<file path="src/rtl/alpha_trim_mean.sv">
// Alpha-trimmed mean controller: drives a window to parallel_sort, sums the middle ranks and divides by N.
// Define ALPHA_ROUND_EN to round half-up instead of truncating the quotient.
module alpha_trim_mean #(
    parameter int DN     = 25,
    parameter int DW     = 8,
    parameter int TRIM   = 4,
    parameter int DW_SEQ = $clog2(DN),
    parameter int SUMW   = DW + $clog2(DN)
) (
    input  logic                 clk,
    input  logic                 rst,
    input  logic                 win_valid,
    input  logic [DW*DN-1:0]     win_data,
    output logic                 win_ready,
    output logic                 sort_sig,
    output logic [DW*DN-1:0]     data_unsort,
    input  logic [DW_SEQ*DN-1:0] sequence_sorted,
    input  logic                 sort_finish,
    output logic                 mean_valid,
    output logic [DW-1:0]        mean_data
);

    localparam int N  = DN - 2 * TRIM;
    localparam int CW = $clog2(SUMW + 1);
    localparam logic [DW_SEQ-1:0] K_FIRST = DW_SEQ'(TRIM);
    localparam logic [DW_SEQ-1:0] K_LAST  = DW_SEQ'(DN - 1 - TRIM);
    localparam logic [SUMW-1:0]   N_S     = SUMW'(N);
`ifdef ALPHA_ROUND_EN
    localparam logic [SUMW-1:0]   SUM_INIT = SUMW'(N / 2);
`else
    localparam logic [SUMW-1:0]   SUM_INIT = '0;
`endif

    typedef enum logic [2:0] {IDLE, KICK, WAIT, SETTLE, ACCUM, DIV, OUT} state_t;

    state_t                 state, state_next;
    logic [DW_SEQ*DN-1:0]   captured;
    logic [DW_SEQ-1:0]      k;
    logic [SUMW-1:0]        sum;
    logic [SUMW-1:0]        rem;
    logic [CW-1:0]          bit_cnt;
    logic [DW_SEQ-1:0]      idx;
    logic [DW-1:0]          pick;
    logic [SUMW:0]          trial;
    logic [SUMW:0]          diff;
    logic                   q_bit;
    logic [SUMW-1:0]        rem_next;
    logic                   last_bit;

    always_ff @(posedge clk) begin
        if (rst) state <= IDLE;
        else     state <= state_next;
    end

    always_comb begin
        state_next = state;
        case (state)
            IDLE:    if (win_valid) state_next = KICK;
            KICK:    state_next = WAIT;
            WAIT:    if (sort_finish) state_next = SETTLE;
            SETTLE:  state_next = ACCUM;
            ACCUM:   if (k == K_LAST) state_next = DIV;
            DIV:     if (last_bit) state_next = OUT;
            OUT:     state_next = IDLE;
            default: state_next = IDLE;
        endcase
    end

    always_comb begin
        win_ready  = (state == IDLE);
        sort_sig   = (state == KICK);
        mean_valid = (state == OUT);
    end

    // Rank lookup; an index at or beyond DN (sorter fault) contributes 0
    always_comb begin
        idx  = captured[k*DW_SEQ +: DW_SEQ];
        pick = '0;
        for (int i = 0; i < DN; i++) begin
            if (idx == DW_SEQ'(i)) pick = data_unsort[i*DW +: DW];
        end
    end

    // Restoring divider: sum doubles as the dividend/quotient shift register
    always_comb begin
        trial    = {rem, sum[SUMW-1]};
        diff     = trial - {1'b0, N_S};
        q_bit    = (trial >= {1'b0, N_S});
        rem_next = q_bit ? diff[SUMW-1:0] : trial[SUMW-1:0];
        last_bit = (bit_cnt == CW'(SUMW - 1));
    end

    always_ff @(posedge clk) begin
        if (rst) begin
            data_unsort <= '0;
            captured    <= '0;
            k           <= '0;
            sum         <= '0;
            rem         <= '0;
            bit_cnt     <= '0;
            mean_data   <= '0;
        end else begin
            case (state)
                IDLE: begin
                    if (win_valid) data_unsort <= win_data;
                end
                SETTLE: begin
                    captured <= sequence_sorted;
                    sum      <= SUM_INIT;
                    k        <= K_FIRST;
                    rem      <= '0;
                    bit_cnt  <= '0;
                end
                ACCUM: begin
                    sum <= sum + SUMW'(pick);
                    if (k != K_LAST) k <= k + 1'b1;
                end
                DIV: begin
                    sum     <= {sum[SUMW-2:0], q_bit};
                    rem     <= rem_next;
                    bit_cnt <= bit_cnt + 1'b1;
                    if (last_bit) mean_data <= {sum[DW-2:0], q_bit};
                end
                default: ;
            endcase
        end
    end

endmodule

</file>
<file path="config.mk">
export PLATFORM = sky130hd
export DESIGN_NAME = alpha_trim_mean
export DESIGN_NICKNAME = d
export VERILOG_FILES = /design/src/rtl/alpha_trim_mean.sv
export SDC_FILE = /design/constraint.sdc
export NUM_CORES = 1
export LEC_CHECK = 0
export ABC_AREA = 1
export BUFFER_PORTS_ARGS = -buffer_cell sky130_fd_sc_hd__buf_4
export CAP_MARGIN = 25
export CELL_PAD_IN_SITES_DETAIL_PLACEMENT = 2
export CELL_PAD_IN_SITES_GLOBAL_PLACEMENT = 2
export CORE_AREA = 10 10 261 263
export CTS_CLUSTER_DIAMETER = 100
export CTS_CLUSTER_SIZE = 40
export DETAILED_ROUTE_END_ITERATION = 6
export DIE_AREA = 0 0 271 273
export PLACE_DENSITY_LB_ADDON = 0.1
export SLEW_MARGIN = 20
export SYNTH_ARGS = -nofsm -noshare
export SYNTH_HDL_FRONTEND = slang
export SYNTH_SLANG_ARGS = --single-unit
</file>
<file path="constraint.sdc">
create_clock -name clk -period 5.2 [get_ports clk]
set_input_delay 1.04 -clock clk [delete_from_list [all_inputs] [get_ports clk]]
set_output_delay 1.04 -clock clk [all_outputs]
set_load 0.02 [all_outputs]
</file>
; ---- Yosys cells after proc, flatten, opt, wreduce, memory -nomap -nowiden
; Index checks and enable logic that the tools add are counted.
[totals]
word_cells = 98
register_bits = 371
output_inout_bits = 211
input_bits = 329
[op_classes]
muxes = 36
addsub = 4
reduce_logical = 9
order_cmp = 1
n_shift = 1
eq_ne = 38
n_mul = 1
[op_table]
columns = cell, n
row1 = $mux 8, 25
row2 = $shiftx 125x9->5, 1
row3 = $eq 5x5->1 const B, 10
row4 = $eq 5x4->1 const B, 8
row5 = $pmux 13 s3, 1
row6 = $pmux 13 s2, 1
row7 = $eq 5x3->1 const B, 4
row8 = $pmux 3 s6, 1
row9 = $ge 14x5->1 const B, 1
row10 = $add 13x8->13, 1
row11 = $mux 13, 1
row12 = $sub 13x5->13 const B, 1
row13 = $mux 3, 4
row14 = $eq 5x2->1 const B, 2
row15 = $ne 2x2->1 const B, 5
row16 = $pmux 5 s2, 1
row17 = $eq 3x3->1 const B, 3
row18 = $mul 5x3->8 const B, 1
row19 = $pmux 4 s2, 1
row20 = $eq 3x2->1 const B, 2
row21 = $reduce_and 2->1, 3
row22 = $add 5x1->5 const B, 1
row23 = $eq 5x1->1 const B, 1
row24 = $logic_not 5->1, 1
row25 = 9 further kinds, 10

; ---- Longest topological paths before layout
[logic_depth]
depth_word = 30
ltp_mapped = 48
ltp_nobuf = 45

; ---- Worst setup path before layout
; Ideal clock, no wire load.
[synth_timing]
kind = register to register
startpoint = register k[0]
endpoint = register sum[11]
required_ps = 5135
stages_incl_launch_ff = 47
setup_slack_ps = 776
n_path_buf = 3
period_less_slack_ps = 4424
setup_ps = 65
arrival_time_ps = 4359
cell_sequence = dfxtp_1 buf_6 inv_2 buf_6 buf_6 nand2_1 nand3_1 nand3_1 nand2_1 a21oi_2 nand2_1 nand2_2 nand2_2 inv_2 nand3_4 clkinv_2 nand2_1 nand2_1 [11 not listed] ha_1 nand2_1 o21a_1 o21ai_0 a21oi_1 nor2_1 nor2_1 o21bai_1 inv_1 nor2_1 inv_1 a21oi_1 nand2_1 o21ai_0 nand3_1 o21ai_0 a21oi_1 nor2_1
[synth_between]
elab_chain_cells = 30
elab_cells_between_ends = 54
cone_classes = add/sub: 1 / mul: 1 / eq/ne: 24 / shift: 1 / mux: 26 / reduce/logical: 1
[synth_lines]
columns = item, line
row1 = from (decl), 38  ; logic [DW_SEQ-1:0] k;
row2 = from (signal assigned), 116  ; if (k != K_LAST) k <= k + 1'b1;
row3 = $mul 5x3->8 (*), 77  ; idx = captured[k*DW_SEQ +: DW_SEQ];
row4 = $shiftx 125x9->5 (*), 77
row5 = $logic_not 5->1, 80  ; if (idx == DW_SEQ'(i)) pick = data_unsort[i*DW +: DW];
row6 = $mux 8 (24 in series), 80
row7 = $mux 8 (*), 80
row8 = $add 13x8->13 (*), 115  ; sum <= sum + SUMW'(pick);
row9 = $pmux 13 s3 (*), 103  ; case (state)
row10 = to (signal assigned), 115
row11 = to (signal assigned), 119  ; sum <= {sum[SUMW-2:0], q_bit};
row12 = to (decl), 39  ; logic [SUMW-1:0] sum;
; Mark *: on every way between the ends. The rest lies on a longest branch, timed or not.
; A chain may end at the register's enable or synchronous reset.

; ---- Worst setup path after layout
[layout_timing]
startpoint = register k[0]
endpoint = register sum[12]
; The elaborated chain is that of the path after synthesis.

==> impl_metrics.ini <==
[status]
status = finished, violations left
violations = negative setup slack

[synth]
yosys.area.top_type = dfxtp_1
ys_seq_elements = 371
yosysMostFrequentCell = nand2_1
seq_area_frac_synth_pct = 44.03
synthesis.nets = 2812
yosysUniqueCellTypes = 40
synth_commonest_cells = 487 x nand2_1, 371 x dfxtp_1, 331 x a21oi_1, 304 x nor2_1, 250 x o21ai_0
yosys_warnings = 0
yosys_most_used_dff = dfxtp_1
synth.top_cell.area_share_pct = 44.03
synth_cells = 2467
synthArstFlopShare_pct = 0
yosys-top-cells-area = dfxtp_1 44%, nand2_1 11%, a21oi_1 9.8%
syn_area_per_cell_um2 = 6.837
synth_area_mm2 = 0.01687
synth-edff-count = 0

[clocking]
clock_sinks = 371
cts_root_buf = clkbuf_16
cts_max_level = 1
clk_latency_ps = 590
cts_hold_buf = 0
cts_tree = yes
clk_pin_slew_worst_paths_ps = 120
clock_path_buffers = 3
numCtsBuffers = 22

[worst_setup_path]
slowest_delay_ps = 430
r2r.worst_path.cells = 45
reg2reg_to = sum[12]
slowest_stage = dfxtp_4
critPathKind = flop to flop
timing.rr.start = k[0]
cp-start-kind = flop
arrival_ps = 5920
worstPathRequired_ps = 5710
cp_max_fo = 11
startpoint = k[0]
reg2reg_slack_ps = -210
crit_path_end_kind = flop

[timing]
holdWs_ps = 457.3
setup_viol_count_final = 5
slew_headroom_pct = 32.44
fin_skew_ps = 21.84
worst_pin_slew_ps = 1013
finalCritPeriodShare_pct = 104.1
maxSlewViolCount = 0
fmax_ghz = 0.1847
period_needed_ps = 5414
fin_ws_ps = -213.7
grt_setup_unrepaired = yes
final-hold-violation-count = 0

[floorplanning]
die-area_mm2 = 0.07398
io_pins = 540
core_area_mm2 = 0.06274
dieWidth_um = 271
num_rows = 92
initial_core_util_pct = 26.89
die_y_um = 273

[detailed_routing]
drt-total-wl_um = 91790
ant_nets = 0
via_per_inst = 4.976
drc = 0
first_pass_iters = 5
vias = 19220
drt_iter0_markers = 1074
wire_per_inst_um = 23.76

[power_and_ir_drop]
clkPwrFrac_pct = 25.1
internal_power_w = 0.005137
p_sw_w = 0.003397
p_leak_nw = 10.14
power_density_mw_per_mm2 = 361.2
vdd_drop_max_uv = 204.2
p_comb_share_pct = 34.9
p_sw_share_pct = 39.80
p_seq_share_pct = 40.0
p_total_w = 0.008534

[min_path]
worstHoldStart = captured[121]
whs_endpoint = captured[121]
hp-class = flop to flop
min_path_cells = 2

[global_routing]
grt_pass1_vias = 21090
grt_max_degree = 129
grt_pass1_wl_um = 135600
grt_overflow = 0
grt_antenna_before_repair = 10
track_usage_pct = 23.57

[finish]
fin_area_mm2 = 0.02363
fin_cells = 3863
layout-drive-gt1-share_pct = 26.93
area_growth_pct = 40.09
final_core_util_pct = 37.66
fill_cells = 7408
layout.nets = 3342

[place]
post-dp-hpwl_um = 69730
gp_congestion = 0.8432
place_area_mm2 = 0.02216
dp.cells = 3793
port_buffers = 539

[job]
maxCapViolCount = 0
-- final cells by class --
class	instances	area, um^2	share of cell area (%)
Tap cell	846	1059	4.480
Timing Repair Buffer	664	5200	22.01
Clock inverter	15	191.4	0.8102
Multi-Input combinational cell	1728	8330	35.26
Clock buffer	24	589.3	2.494
Sequential cell	371	7432	31.45
Antenna cell	5	12.51	0.05295
Inverter	210	814.5	3.447
-- cells by family after synthesis --
kind of cell	Yosys count	share of synthesized area (%)
compound gates	615	18.59
xor+xnor	4	0.2077
fa+ha+maj	16	1.231
buf+inv	368	8.657
flops	371	44.03
simple gates	1093	27.28
-- layer usage --
layer,GRT usage (%),part of all wire [%]
met1,28.63,42
met2,41.64,50
met3,4.908,5.2
met4,6.086,2.5
met5,0,0.062
-- through the flow --
stage	TNS (ps)	setup WS [ps]
2_1_floorplan	0	775.5
3_3_place_gp	-1043	-427.3
3_5_place_dp	-2437	-669.3
4_1_cts	-1098	-268.0
5_1_grt	-3193	-653.5
6_report	-589.6	-213.7
-- power by group through the flow --
stage | Sequential, W | Combinational, W | Clock [W]
after floorplan | 0.00364 | 0.00118 | 0
after global placement | 0.00346 | 0.00276 | 0
after detailed placement | 0.00347 | 0.00283 | 0
after CTS | 0.00341 | 0.00298 | 0.00221
after global routing | 0.00345 | 0.00326 | 0.00231
final | 0.00341 | 0.00298 | 0.00214
-- sequential cells by signal (all words and copies together), names as in the netlist --
name / cells
captured: 125
state: 3
data_unsort: 200
mean_data: 8
k: 5
sum: 13
rem: 13
bit_cnt: 4
-- worst max path at each step --
stage,to,slack [ps],cells after the start
2_1_floorplan,sum[11],780,46
3_3_place_gp,sum[12],-430,43
3_5_place_dp,sum[12],-670,43
4_1_cts,sum[12],-270,44
5_1_grt,sum[12],-650,45
6_report,sum[12],-210,45
-- worst max-delay path: cells and delay by family (launching register included) --
| kind | cells | cell delay [ps] |
|---|---|---|
| compound gates | 7 | 650 |
| fa+ha+maj | 2 | 570 |
| buf+inv | 6 | 680 |
| flops | 1 | 430 |
| simple gates | 30 | 2980 |
-- repair_timing --
action | in CTS | in global routing
gates cloned | 3 | 0
resized for setup | 82 | 36
pin swaps | 53 | 48
endpoints found under the setup margin | 6 | 8
setup buffers | 17 | 6
-- placed cells by master, fill, tap and decap left out, types with 10 or more instances in the layout --
master,n
nand2_2,17
nand4_1,39
nand2_1,468
ha_1,13
nand3_2,14
o21ai_0,239
inv_1,194
a21oi_1,325
dfxtp_1,369
nor2_2,24
nor2_1,280
buf_12,10
nand3_1,219
clkbuf_16,23
o21ai_1,15
buf_4,643
Note: power is estimated with default switching activity, not from simulation.
